[src/rtl/timer_arb_pkg.sv]
// Shared types for the timer arbiter: slot FSM encoding and watchdog sizing.
package timer_arb_pkg;

  typedef enum logic [1:0] {
    IDLE = 2'd0,
    LOAD = 2'd1,
    RUN  = 2'd2,
    COOL = 2'd3
  } state_e;

  // Watchdog is N+WD_EXTRA bits wide so load+WDOG can never wrap.
  localparam int WD_EXTRA = 4;

endpackage

[src/rtl/timer_arbiter_rr.sv]
// Combinational round-robin picker: first request at or after ptr, wrapping modulo R.
module rr_arbiter #(
  parameter int R     = 4,
  parameter int PTR_W = (R > 1) ? $clog2(R) : 1
) (
  input  logic [R-1:0]     req,
  input  logic [PTR_W-1:0] ptr,
  output logic [R-1:0]     gnt,
  output logic [PTR_W-1:0] idx,
  output logic             any
);

  always_comb begin
    logic [PTR_W-1:0] j;
    gnt = '0;
    idx = '0;
    any = 1'b0;
    j   = '0;
    for (int k = 0; k < R; k++) begin
      j = PTR_W'((int'(ptr) + k) % R);
      if (!any && req[j]) begin
        any    = 1'b1;
        gnt[j] = 1'b1;
        idx    = j;
      end
    end
  end

endmodule

[src/rtl/timer_arbiter.sv]
// Round-robin owner of a single shared one-shot timer, with a per-slot watchdog.
module timer_arbiter
  import timer_arb_pkg::*;
#(
  parameter int N    = 5,
  parameter int R    = 4,
  parameter int WDOG = 8
) (
  input  logic           clk,
  input  logic           rst,
  input  logic [R-1:0]   req,
  input  logic [R*N-1:0] load_in,
  output logic [R-1:0]   gnt,
  output logic [R-1:0]   done,
  output logic [R-1:0]   err,
  output logic           busy,
  output logic [N-1:0]   tmr_load,
  output logic           tmr_trig,
  input  logic           tmr_pulse
);

  localparam int PTR_W = (R > 1) ? $clog2(R) : 1;
  localparam int WD_W  = N + WD_EXTRA;

  state_e           state_q, state_d;
  logic [PTR_W-1:0] ptr_q, ptr_d;
  logic [PTR_W-1:0] owner_q, owner_d;
  logic [WD_W-1:0]  wdog_q, wdog_d;
  logic [WD_W-1:0]  wd_limit;

  logic [R-1:0]     gnt_d, done_d, err_d;
  logic [N-1:0]     load_d;
  logic             trig_d, busy_d;

  logic [R-1:0]     arb_gnt;
  logic [PTR_W-1:0] arb_idx;
  logic             arb_any;

  rr_arbiter #(
    .R     (R),
    .PTR_W (PTR_W)
  ) u_rr (
    .req (req),
    .ptr (ptr_q),
    .gnt (arb_gnt),
    .idx (arb_idx),
    .any (arb_any)
  );

  assign wd_limit = WD_W'(tmr_load) + WD_W'(WDOG);

  always_comb begin
    state_d = state_q;
    ptr_d   = ptr_q;
    owner_d = owner_q;
    wdog_d  = wdog_q;
    gnt_d   = gnt;
    load_d  = tmr_load;
    done_d  = '0;
    err_d   = '0;
    trig_d  = 1'b0;
    unique case (state_q)
      IDLE: begin
        if (arb_any) begin
          state_d = LOAD;
          gnt_d   = arb_gnt;
          owner_d = arb_idx;
          load_d  = load_in[int'(arb_idx)*N +: N];
          ptr_d   = (int'(arb_idx) == R - 1) ? '0 : arb_idx + PTR_W'(1);
        end
      end
      LOAD: begin
        wdog_d = '0;
        if (tmr_load == '0) begin
          // Zero delay never touches the timer.
          done_d[owner_q] = 1'b1;
          gnt_d           = '0;
          state_d         = COOL;
        end else begin
          trig_d  = 1'b1;
          state_d = RUN;
        end
      end
      RUN: begin
        // Priority: timer pulse, then watchdog expiry, then owner abort.
        if (tmr_pulse) begin
          done_d[owner_q] = 1'b1;
          gnt_d           = '0;
          state_d         = COOL;
        end else if (wdog_q == wd_limit) begin
          err_d[owner_q] = 1'b1;
          gnt_d          = '0;
          state_d        = COOL;
        end else if (!req[owner_q]) begin
          gnt_d   = '0;
          state_d = COOL;
        end else begin
          trig_d = 1'b1;
          wdog_d = wdog_q + WD_W'(1);
        end
      end
      COOL: begin
        state_d = IDLE;
      end
      default: begin
        state_d = IDLE;
      end
    endcase
    busy_d = (state_d != IDLE);
  end

  always_ff @(posedge clk or negedge rst) begin
    if (!rst) begin
      state_q  <= IDLE;
      ptr_q    <= '0;
      owner_q  <= '0;
      wdog_q   <= '0;
      gnt      <= '0;
      done     <= '0;
      err      <= '0;
      busy     <= 1'b0;
      tmr_load <= '0;
      tmr_trig <= 1'b0;
    end else begin
      state_q  <= state_d;
      ptr_q    <= ptr_d;
      owner_q  <= owner_d;
      wdog_q   <= wdog_d;
      gnt      <= gnt_d;
      done     <= done_d;
      err      <= err_d;
      busy     <= busy_d;
      tmr_load <= load_d;
      tmr_trig <= trig_d;
    end
  end

endmodule

[config.mk]
export PLATFORM = sky130hd
export DESIGN_NAME = timer_arbiter
export DESIGN_NICKNAME = d
export VERILOG_FILES = /design/src/rtl/timer_arb_pkg.sv /design/src/rtl/timer_arbiter_rr.sv /design/src/rtl/timer_arbiter.sv
export SDC_FILE = /design/constraint.sdc
export NUM_CORES = 1
export LEC_CHECK = 0
export BUFFER_PORTS_ARGS = -buffer_cell sky130_fd_sc_hd__buf_2
export CAP_MARGIN = 40
export CORE_ASPECT_RATIO = 0.5
export CORE_UTILIZATION = 50
export DETAILED_ROUTE_END_ITERATION = 12
export HOLD_SLACK_MARGIN = 0.08
export PLACE_DENSITY = 0.78
export SLEW_MARGIN = 20
export SYNTH_ARGS = -nofsm -noshare
export SYNTH_HDL_FRONTEND = slang
export SYNTH_SLANG_ARGS = --single-unit
[constraint.sdc]
create_clock -name clk -period 3.56 [get_ports clk]
set_clock_uncertainty 0.15 [all_clocks]
set_input_delay 0.356 -clock clk [delete_from_list [all_inputs] [get_ports clk]]
set_output_delay 0.356 -clock clk [all_outputs]
set_load 0.05 [all_outputs]
# == Word-level counts from Yosys, hierarchy flattened ==
# Index checks and enable logic that the tools add are counted.
# totals
elab_cells,121
input_bits,27
out_inout_bits,19
reg_bits,34
# op_classes
shifts,1
n_eq_ne,11
bitwise,3
mul,1
addsub,6
mux,60
reduce_logical,19
magnitude_cmp,10
# ops
op,count
two-way mux 4 bit,14
two-way mux 9 bit,3
variable part select 20 x 6 -> 5 bit,1
two-way mux 1 bit,19
two-way mux 2 bit,9
one-hot mux 9 bit (2 select lines),1
"< comparator 2 x 3 -> 1 bit, second input constant",5
OR 4 bit,3
one-hot mux 4 bit (3 select lines),1
binary-select mux 1 bit (select 2 bit),5
demux 1 bit (select 2 bit),5
"greater-or-equal comparator 2 x 1 -> 1 bit, second input constant",5
"inequality test 2 bit, second input constant",5
"adder 9 x 1 -> 9 bit, second input constant",1
== test 9 x 6 -> 1 bit,1
logical AND 1 bit,8
one-hot mux 2 bit (4 select lines),1
one-hot mux 4 bit (2 select lines),1
AND reduction 4 bit,2
"adder 5 x 4 -> 6 bit, second input constant",1
logical NOT 5 bit,1
"multiplier 2 x 3 -> 5 bit, second input constant",1
"adder 2 x 1 -> 2 bit, second input constant",2
"adder 2 bit, second input constant",2
9 further kinds,14

# == Longest topological paths before layout ==
# Gate-level depths: netlist of the first run.
# logic_depth
word_depth,15
mapped_depth,10
depth_no_buf,8

# == Cells and area by module ==
# Synthesis of the first run repeated with hierarchy kept, for this count alone.
# unflattened
hier_cells,201
area_unflattened_um2,2252.2
# modules_own_cells
module,area_per_inst_um2,n_inst,seq_area_each_um2,cells_per_inst
timer_arbiter,1833.0,1,850.8,156
rr_arbiter,419.2,1,0.0,45

# == Worst setup path after synthesis of the first run ==
# Ideal clock, no wire load.
# synth_path
kind,reg2reg
start,register ptr_q[0]
end,register tmr_load[0]
synth_period_minus_slack_ps,2485
path_stages_with_launch,10
t_required_ps,3278
t_arrival_ps,2203
setup_ps,132
path_buffers,1
path_slack_ps,1075
cell_sequence,dfrtp_1 buf_6 inv_1 ha_1 mux4_2 nor2b_4 nor2_4 o21ai_2 or2_4 o221ai_2
# synth_via
elab_chain_len,14
word_cells_on_any_way,28
cone_classes,add/sub (3); mul (1); shift (1); mux (16); reduce/logical (7)
# synth_lines
element,line,text
start: declaration,timer_arbiter.sv:26,"logic [PTR_W-1:0] ptr_q, ptr_d;"
start signal: assignment,timer_arbiter.sv:126,ptr_q <= ptr_d;
"parallel branches: the longest is 14 deep, another holds multiplier 2 x 3 -> 5 bit",n/a,
end signal: assignment,timer_arbiter.sv:133,tmr_load <= load_d;
end: declaration,timer_arbiter.sv:17,"output logic [N-1:0] tmr_load,"
# Several ways; the timed one is not identified. The select of a mux whose other input is x is not followed.
# A chain may end at the register's enable or synchronous reset.

# == Worst setup path after layout of the first run ==
# layout_path
start,register ptr_q[1]
end,register tmr_load[1]
# The elaborated chain is that of the path after synthesis.

==> impl_metrics.ini, run 1 <==
[worst_setup_path]
start_kind = register
cp.arrival_ns = 2.92
reg2reg_to = tmr_load[1]
worst_path_largest_cell_delay_ns = 0.58
reg2reg_depth = 8
critPathRequiredTime_ns = 3.57
crit_path_cell_trace = inv_1 -> ha_1 -> nand2b_1 -> a21oi_1 -> nor3_1 -> o21ai_2 -> mux2i_1 -> o221ai_2
path_max_fanout = 11
critPathTopFamily = compound AO/OA/AOI/OAI gates
critPathKind = register to register
r2r-start = ptr_q[1]
reg2reg_slack_ns = 0.65
slowest_stage = o21ai_2
path_buf_inv = 1
cp-end-kind = register

[hold_path]
holdCritStartpoint = load_in[15]
worstHoldPathType = input port to register
min_to = tmr_load[0]
holdPathStages = 3

[clocking]
cts_sinks = 34
root_buffer = clkbuf_8
cts_made_buffers = 5
clk_pin_slew_worst_paths_ns = 0.07
ctsHtreeMaxLevel = 2
cts_tree = done
ctsLongestPathBuffers = 2
cts_setup_buffers = 0
clk_latency_ns = 0.28

[timing]
setup_tns_ns = 0
maxSlewHeadroom_pct = 51.5
layout_setup_ws_ns = 0.654
hold_violations = 0
rsz0062_at_grt = false
period_share_pct = 81.6
worst_pin_slew_ns = 0.708
setup_viol = 0
clock.fmax_mhz = 344
layout_min_cycle_time_ns = 2.91
drv_slew = 0

[final_layout]
nFillCells = 345
layout-area-overhead-vs-synth_pct = 14.9
antenna-diode-count = 0
nNetsFinal = 309
drive_gt1_share_pct = 28.3

[synth]
synth_top_family_by_area = simple AND/OR/NAND/NOR gates
yosysWarnings = 0
synthMuxAreaShare_pct = 12.9
yosys.area_share.simple_pct = 19.3
yosys_register_bits = 34
synth-xor-area-share_pct = 4.61
synth-edff-count = 0
yosysTopAreaCellShare_pct = 37.3
synth_area_per_cell_um2 = 10.3
yosys-top-cells-area = dfrtp_1, mux2i_1, ha_1, xnor2_1, buf_6
yosysTopAreaCell = dfrtp_1
synth_compound_area_share_pct = 12.9
syn-num-nets = 262
async_reset_ff_share_pct = 100
synth_ff_type = dfrtp_1
synth_cell_type_count = 44
synth-adder-area-share_pct = 7.69
ys_seq_area_share_pct = 37.3
synthCells = 221
synth_area_um2 = 2280

[floorplan]
core_area_um2 = 4120
start_util_pct = 55.2
die_w_um = 97.5
dieArea_um2 = 4850
rows = 16
num_io_pins = 46
die_y_um = 49.7

[run_status]
status = finished, final reports clean

[global_routing]
grt_overflow_total = 0
grt_pass1_wl_mm = 8.72
gr-usage-met1_pct = 28.2
antenna_found_initial = 0
grt.total_usage_pct = 22.8
grt_pass1_vias = 1835
busiest_layer = met2
met2_usage_pct = 40.6
grt_max_degree = 35
use_met3_pct = 4.26

[route]
wirelength_mm = 5.05
dr.first_iter.drc_count = 72
drc = 0
first_pass_iters = 4
vias = 1843
routedWlPerCell_um = 15.6
antenna_left = 0
viasPerCell = 5.71

[placement]
gp_congestion = 0.830
post-place-ws_ns = 0.742
hpwl_mm = 3.62
portBuffers = 45

[job]
maxCapViolations = 0

[pwr]
ir_worst_vdd_v = 0.000303
leakage_nw = 1.28
power_density_nw_per_um2 = 871
-- state kept, by name, indices dropped and copies added, names as in the netlist --
name      cells
state_q       2
owner_q       2
tmr_load      5
done          4
err           4
tmr_trig      1
ptr_q         2
gnt           4
busy          1
wdog_q        9
-- routing by layer --
| layer | routed length (µm) | share of wire (%) | vias to the layer above |
|---|---|---|---|
| met5 | 0 | 0 | - |
| met4 | 99 | 2.0 | 0 |
| met3 | 134 | 2.7 | 13 |
| met2 | 2570 | 51 | 33 |
| met1 | 2250 | 45 | 916 |
| li1 | - | - | 881 |
-- area by class of cell --
class                   instances  area [µm²]  share of cell area (%)
flip-flops and latches         34         851                    32.5
clock inverters                 1        5.00                   0.191
clock buffers                   7        86.3                    3.30
multi-input cells             170        1310                    50.0
repair buffers                 49         270                    10.3
inverters                       8        30.0                    1.15
well taps                      54        67.6                    2.58
-- stage by stage --
step	power, mW	util, %	std cells	instance area (µm²)	hold WS [ns]
CTS	2.28	63.0	322	2600	0.241
finish	2.28	63.5	323	2620	0.243
floorplan	1.72	-	221	2280	-0.0896
detailed placement	1.97	60.5	313	2500	0.320
global route	2.44	63.5	323	2620	0.244
global placement	1.92	60.5	313	2500	0.305
-- worst max path at each step --
stage,startpoint,endpoint,slack (ns),cells after the start
6_report,ptr_q[1],tmr_load[1],0.65,8
5_1_grt,ptr_q[1],tmr_load[4],0.48,8
4_1_cts,ptr_q[1],tmr_load[1],0.65,8
3_5_place_dp,ptr_q[1],tmr_load[3],0.74,8
3_3_place_gp,ptr_q[1],tmr_load[1],0.89,8
2_1_floorplan,ptr_q[0],tmr_load[0],1.07,9
-- layout by cell type, fill, tap and decap left out, types with 2 or more instances in the layout --
master	instances
buf_2	45
dfrtp_1	34
nor2_1	18
mux2i_1	18
nand2_1	16
ha_1	14
xnor2_1	11
nor3_1	10
nand3_1	9
inv_1	8
a22oi_1	8
a21oi_1	7
o21ai_0	6
clkbuf_8	6
o221ai_2	5
nand2b_1	4
or2_0	4
mux2_1	4
mux4_2	3
o211ai_2	3
and3_1	3
o21ai_1	3
and2_1	2
nand4_1	2
o21ai_2	2
buf_4	2
-- power breakdown --
group / switching [mW] / total, mW / internal, mW
Combinational: 0.843 / 1.38 / 0.540
Sequential: 0.120 / 0.603 / 0.483
Clock: 0.138 / 0.294 / 0.156
-- synthesized netlist by cell type, drive strengths merged, types with 2 or more instances --
cell type / n
nor2b: 2
dfrtp: 34
nor3: 10
o211ai: 3
inv: 8
buf: 8
nand2b: 5
and3: 3
mux2i: 18
o221ai: 5
nand4: 2
and2: 2
nand2: 17
mux4: 3
o21ai: 11
mux2: 4
a22oi: 8
nand3: 10
nor2: 19
ha: 14
xnor2: 11
or2: 5
a21oi: 7
-- tightest hold or removal path: cells and delay by family --
kind / cells / cell delay, ns
buffers and inverters: 1 / 0.07
AOI/OAI and AO/OA: 1 / 0.14
muxes: 1 / 0.06
-- cells by family after synthesis --
kind of cell	count (synthesis)
xor+xnor	12
mux	25
flops	34
simple gates	82
fa+ha+maj	14
buf+inv	17
compound gates	37
-- timing repair --
item,4_1_cts,5_1_grt
resized for setup,0,0
endpoints found under the hold margin,34,0
hold buffers,1,0
(Power assumes the default switching activity.)
==> run 2: changes to the inputs <==
Settings changed: ABC_AREA from default to 1, PLACE_DENSITY 0.78 to 0.8.
Clock period 3.56 ns to 2.4 ns, I/O delays scaled along.
==> run 2 against run 1 <==
  * Non-clock buffer count increased by 5
  * Design area up 13%
  * Die area up 9.5%
  * Hold slack lost 0.058 ns
  * Core utilization increased by 1.2 points
  * Final cell count rose by 45%
  * Synthesized cell count increased by 56%
  * Critical endpoint is now ptr_q[1]
  * Largest cell class unchanged
==> impl_metrics.ini, run 2 <==
[final_layout]
antenna-diode-count = 0
layout-area-overhead-vs-synth_pct = 18.7
nNetsFinal = 443
fin_util_pct = 64.6
top_regs = wdog_q (9), tmr_load (5)
layout_common_cells = nand2_1, inv_1, buf_2
largest_register_ffs = 9
regMostFlops = wdog_q
finalNonFillerCells = 469
layout.cells.most_common = nand2_1
drive_gt1_share_pct = 23.3
nFillCells = 421

[clocking]
clk_latency_ns = 0.28
root_buffer = clkbuf_8
clk_pin_slew_worst_paths_ns = 0.07
cts_made_buffers = 5
ctsHtreeMaxLevel = 2
cts_tree = done
cts_sinks = 34
ctsLongestPathBuffers = 2

[placement]
portBuffers = 45
dp_cells = 455
gp_congestion = 0.848
hpwl_mm = 4.53

[worst_setup_path]
critPathTopFamily = simple AND/OR/NAND/NOR gates
path_max_fanout = 14
cp-end-kind = register
r2r-start = ptr_q[0]
critPathKind = register to register
path_buf_inv = 2
slowest_stage = dfrtp_2
worst_path_largest_cell_delay_ns = 0.45
start_kind = register
cp.arrival_ns = 2.26
critPathRequiredTime_ns = 2.41
crit_path_cell_trace = inv_8 -> ha_2 -> nand3_1 -> nand2_2 -> nor2_8 -> nand3_4 -> nand2_2 -> inv_2 -> nand3_1 -> o211ai_1
worstSetupStartpoint = ptr_q[0]

[route]
wirelength_mm = 6.05
dr.first_iter.drc_count = 132
antenna_left = 0
routedWlPerCell_um = 12.9
first_pass_iters = 5
vias = 2451
drc = 0
viasPerCell = 5.23

[synth]
synth-edff-count = 0
synth_area_per_cell_um2 = 7.25
yosysTopAreaCellShare_pct = 34.0
synth_cell_type_count = 35
yosysTopAreaCell = dfrtp_1
yosys_register_bits = 34
async_reset_ff_share_pct = 100
yosysWarnings = 0
ys_seq_area_share_pct = 34.0
synthTopCellsByCount = nand2_1, inv_1, dfrtp_1, nand3_1, nor2_1
yosys-top-cells-area = dfrtp_1, nand2_1, inv_1, ha_1, nand3_1
synth_ff_type = dfrtp_1
syn-num-nets = 386
yosysMostFrequentCell = nand2_1
synthCells = 345
synth_area_um2 = 2500

[floorplan]
die_w_um = 102
rows = 17
core_area_um2 = 4590
die_y_um = 52.0
num_io_pins = 46
start_util_pct = 54.4
dieArea_um2 = 5310

[pwr]
seqPwrFrac_pct = 19.4
leakage_nw = 1.64
pwr-share-clk_pct = 11.7
pwr-share-comb_pct = 68.9
ir_worst_vdd_v = 0.000959
p_int_mw = 1.99
swShare_pct = 54.9
power_density_nw_per_um2 = 1490
switching_power_mw = 2.42
totalPowerFinal_mw = 4.42

[timing]
hold_violations = 0
clock.fmax_mhz = 445
period_share_pct = 93.6
setup_viol = 0
maxSlewHeadroom_pct = 74.7
drv_slew = 0
layout_min_cycle_time_ns = 2.25
worst_pin_slew_ns = 0.375

[global_routing]
antenna_found_initial = 0
grt_overflow_total = 0
grt_max_degree = 35
grt_pass1_wl_mm = 9.57
grt_pass1_vias = 2143
grt.total_usage_pct = 23.7

[job]
maxCapViolations = 0

[hold_path]
worstHoldPathType = input port to register
holdCritStartpoint = tmr_pulse

[run_status]
status = finished, final reports clean
==> run 2: changes by cell type after synthesis, moves of 15 or more <==
cell	delta
inv_1	+44
nand3_1	+25
nand2_1	+82
nand4_1	+15
mux2i_1	-18
==> run 2: final cells by class <==
type / instances / area, µm² / area share [%]
Clock inverter: 3 / 40.0 / 1.35
Inverter: 58 / 229 / 7.71
Sequential cell: 34 / 852 / 28.7
Timing Repair Buffer: 54 / 308 / 10.4
Tap cell: 66 / 82.6 / 2.78
Clock buffer: 5 / 68.8 / 2.32
Multi-Input combinational cell: 249 / 1390 / 46.8
==> run 2: metal layers <==
layer  vias to the layer above  global-route usage [%]  part of all wire, %
li1                       1221                       -                    -
met1                      1147                    33.1                   47
met2                        77                    38.1                   46
met3                         6                    3.90                  6.5
met4                         0                    6.19                 0.74
met5                         -                       0                    0
==> run 2: kinds of logic (layout without fill, tap and decap cells) <==
kind of cell | after synthesis | count (layout) | synth area share [%]
and+or+nand+nor | 202 | 203 | 39.6
DFF | 34 | 34 | 34.0
buffers and inverters | 63 | 120 | 11.3
xor gates and xnor gates | 6 | 6 | 2.10
AOI/OAI and AO/OA | 26 | 26 | 6.05
adders and majority gates | 14 | 14 | 7.00
==> run 2: power groups by stage <==
| stage | clock (mW) | sequential, mW | combinational [mW] |
|---|---|---|---|
| after global routing | 0.550 | 0.874 | 3.34 |
| after CTS | 0.520 | 0.852 | 2.88 |
| final | 0.516 | 0.858 | 3.04 |
| after global placement | 0 | 0.854 | 2.77 |
| after detailed placement | 0 | 0.859 | 2.86 |
| after floorplan | 0 | 1.11 | 2.05 |
==> run 2: what timing repair did <==
| item | 4_1_cts | 5_1_grt |
|---|---|---|
| hold buffers | 1 | 0 |
| gates resized for setup | 0 | 5 |
| setup buffers | 0 | 3 |
| endpoints found under the hold margin | 34 | 0 |
| setup endpoints to repair | 0 | 11 |
==> run 2: per-stage QoR <==
step | instance area (µm²) | TNS, ns | hold slack (ns) | setup WS (ns)
6_report | 2970 | 0 | 0.185 | 0.153
5_1_grt | 2970 | -0.00359 | 0.194 | -0.00359
4_1_cts | 2910 | 0 | 0.183 | 0.0598
3_5_place_dp | 2790 | 0 | 0.198 | 0.0808
3_3_place_gp | 2790 | 0 | 0.181 | 0.183
2_1_floorplan | 2500 | 0 | -0.206 | 0.232
==> run 2: worst paths after layout <==
| kind | cells after the start | slack [ns] | end |
|---|---|---|---|
| max | 10 | 0.15 | ptr_q[1] |
| min | 4 | 0.18 | err[0] |
| max reg2reg | 10 | 0.15 | ptr_q[1] |
| min reg2reg | 2 | 0.32 | gnt[1] |
| max in group asynchronous | 3 | 1.63 | ptr_q[0] |
| min in group asynchronous | 3 | 0.29 | gnt[1] |
==> run 2: worst register-to-register path: stages (launching register included) <==
cell      delay, ns
dfrtp_2        0.45
inv_8          0.11
ha_2           0.32
nand3_1        0.13
nand2_2        0.12
nor2_8         0.14
nand3_4        0.18
nand2_2        0.23
inv_2          0.11
nand3_1        0.10
o211ai_1       0.08
==> run 3: changes to the inputs <==
Settings changed: ABC_AREA 1 to default, PLACE_DENSITY 0.8 to 0.81.
==> run 3 against run 2 <==
  * Design area down 11%
  * First-iteration DRC count down 22%
  * Total power down 22%
  * Combinational power down 29%
  * Clock power down 22%
  * Critical path depth down 2
  * Final cell count down 31%
  * Fmax down 0.80%
  * Highest routed layer unchanged
  * Sequential share of layout area up 3.7 points
==> impl_metrics.ini, run 3 (same netlist as run 1, synthesis figures left out) <==
[run_status]
status = finished, final reports clean

[final_layout]
top_regs = wdog_q (9), tmr_load (5)
drive_gt1_share_pct = 30.3
fin_util_pct = 63.8
largest_register_ffs = 9
layout_common_cells = buf_2, dfrtp_1, nor2_1, mux2i_1, nand2_1
layout-area-overhead-vs-synth_pct = 15.5
layout.cells.most_common = buf_2
finalNonFillerCells = 325
nNetsFinal = 311
nFillCells = 316
regMostFlops = wdog_q
antenna-diode-count = 0

[global_routing]
grt_pass1_vias = 1911
grt.total_usage_pct = 23.7
grt_overflow_total = 0
grt_pass1_wl_mm = 8.84
antenna_found_initial = 0
grt_max_degree = 35

[floorplan]
start_util_pct = 55.2
rows = 16
num_io_pins = 46
core_area_um2 = 4120
dieArea_um2 = 4850
die_y_um = 49.7
die_w_um = 97.5

[timing]
setup_viol = 0
hold_ws_ns = 0.0968
drv_slew = 0
rsz0062_at_grt = false
maxSlewHeadroom_pct = 50.0
hold_violations = 0
layout_min_cycle_time_ns = 2.26
clock.fmax_mhz = 442
worst_pin_slew_ns = 0.729
setup_tns_ns = 0
layout_setup_ws_ns = 0.135
period_share_pct = 94.4

[worst_setup_path]
reg2reg_slack_ns = 0.14
cp.arrival_ns = 2.28
critPathRequiredTime_ns = 2.42
path_max_fanout = 7
slowest_stage = mux4_2
start_kind = register
worst_path_largest_cell_delay_ns = 0.41
cp-end-kind = register
critPathKind = register to register
crit_path_cell_trace = inv_1 -> ha_4 -> mux4_2 -> nor2b_4 -> nor2_4 -> o21ai_2 -> or2_4 -> o221ai_2

[clocking]
cts_made_buffers = 5
cts_sinks = 34
clk_latency_ns = 0.29
ctsLongestPathBuffers = 2
cts_tree = done
clk_pin_slew_worst_paths_ns = 0.07
ctsHtreeMaxLevel = 2
root_buffer = clkbuf_8

[hold_path]
worstHoldPathType = input port to register

[pwr]
ir_worst_vdd_v = 0.000511
leakage_nw = 1.29
power_density_nw_per_um2 = 1310

[route]
dr.first_iter.drc_count = 103
antenna_left = 0
routedWlPerCell_um = 15.3
vias = 1789
first_pass_iters = 4
drc = 0
viasPerCell = 5.50
wirelength_mm = 4.96

[job]
maxCapViolations = 0

[placement]
post-place-ws_ns = 0.141
portBuffers = 45
gp_congestion = 0.834
dp_cells = 316
hpwl_mm = 3.78
-- run 3: cell count changes in the layout (fill, tap and decap cells not counted), sizes merged, moves of 5 or more --
cell and change:
nor3 +5, inv -49, mux2i +18, nand2b +5, nand4 -15, nand3 -31
a22oi +6, xnor2 +9, nand2 -95, o221ai +5, nor2 -6
-- run 3: power by group --
part           leakage [nW]  total, mW  internal (mW)  switching, mW
Combinational         0.794       2.17          0.869           1.30
Clock                0.0450      0.404          0.201          0.203
Sequential            0.448      0.864          0.721          0.144
Total                  1.29       3.44           1.79           1.65
-- run 3: critical path, delay by kind of cell (launching register included) --
family                     cells  cell delay, ns
adders and majority gates      1            0.32
AOI/OAI and AO/OA              2            0.31
DFF                            1            0.37
muxes                          1            0.41
and+or+nand+nor                3            0.49
buffers and inverters          1            0.09
-- run 3: path summary, 6_finish.rpt --
| path | start | to | cells after the start |
|---|---|---|---|
| max | ptr_q[0] | tmr_load[0] | 8 |
| min | load_in[14] | tmr_load[4] | 3 |
| max reg2reg | ptr_q[0] | tmr_load[0] | 8 |
| min reg2reg | wdog_q[8] | wdog_q[8] | 1 |
| max in group asynchronous | rst | tmr_load[4] | 2 |
| min in group asynchronous | rst | wdog_q[1] | 2 |
-- run 3: cell type report --
cell class	instances	area, µm²	share of cell area (%)
clock buffer	6	72.6	2.76
clock inverter	2	10.0	0.380
inverter	8	30.0	1.14
multi-input combinational	170	1320	50.2
sequential	34	853	32.4
tap	54	67.6	2.57
timing repair buffer	51	277	10.5
-- run 3: through the flow --
step | area [µm²] | power, mW
2_1_floorplan | 2290 | 2.59
3_3_place_gp | 2530 | 2.91
3_5_place_dp | 2530 | 3.01
4_1_cts | 2630 | 3.42
5_1_grt | 2630 | 3.70
6_report | 2630 | 3.44
-- run 3: routing by layer --
metal | part of all wire (%) | wire (µm) | global-route usage (%)
met5 | 0 | 0 | 0
met4 | 2.0 | 101 | 9.31
met3 | 3.9 | 195 | 6.81
met2 | 52 | 2570 | 43.8
met1 | 42 | 2090 | 26.1
-- run 3: what timing repair did --
item / 4_1_cts / 5_1_grt
hold endpoints to repair: 34 / 0
endpoints found under the setup margin: 0 / 3
buffers inserted: 0 / 0
resized for setup: 0 / 2
hold buffers: 1 / 0
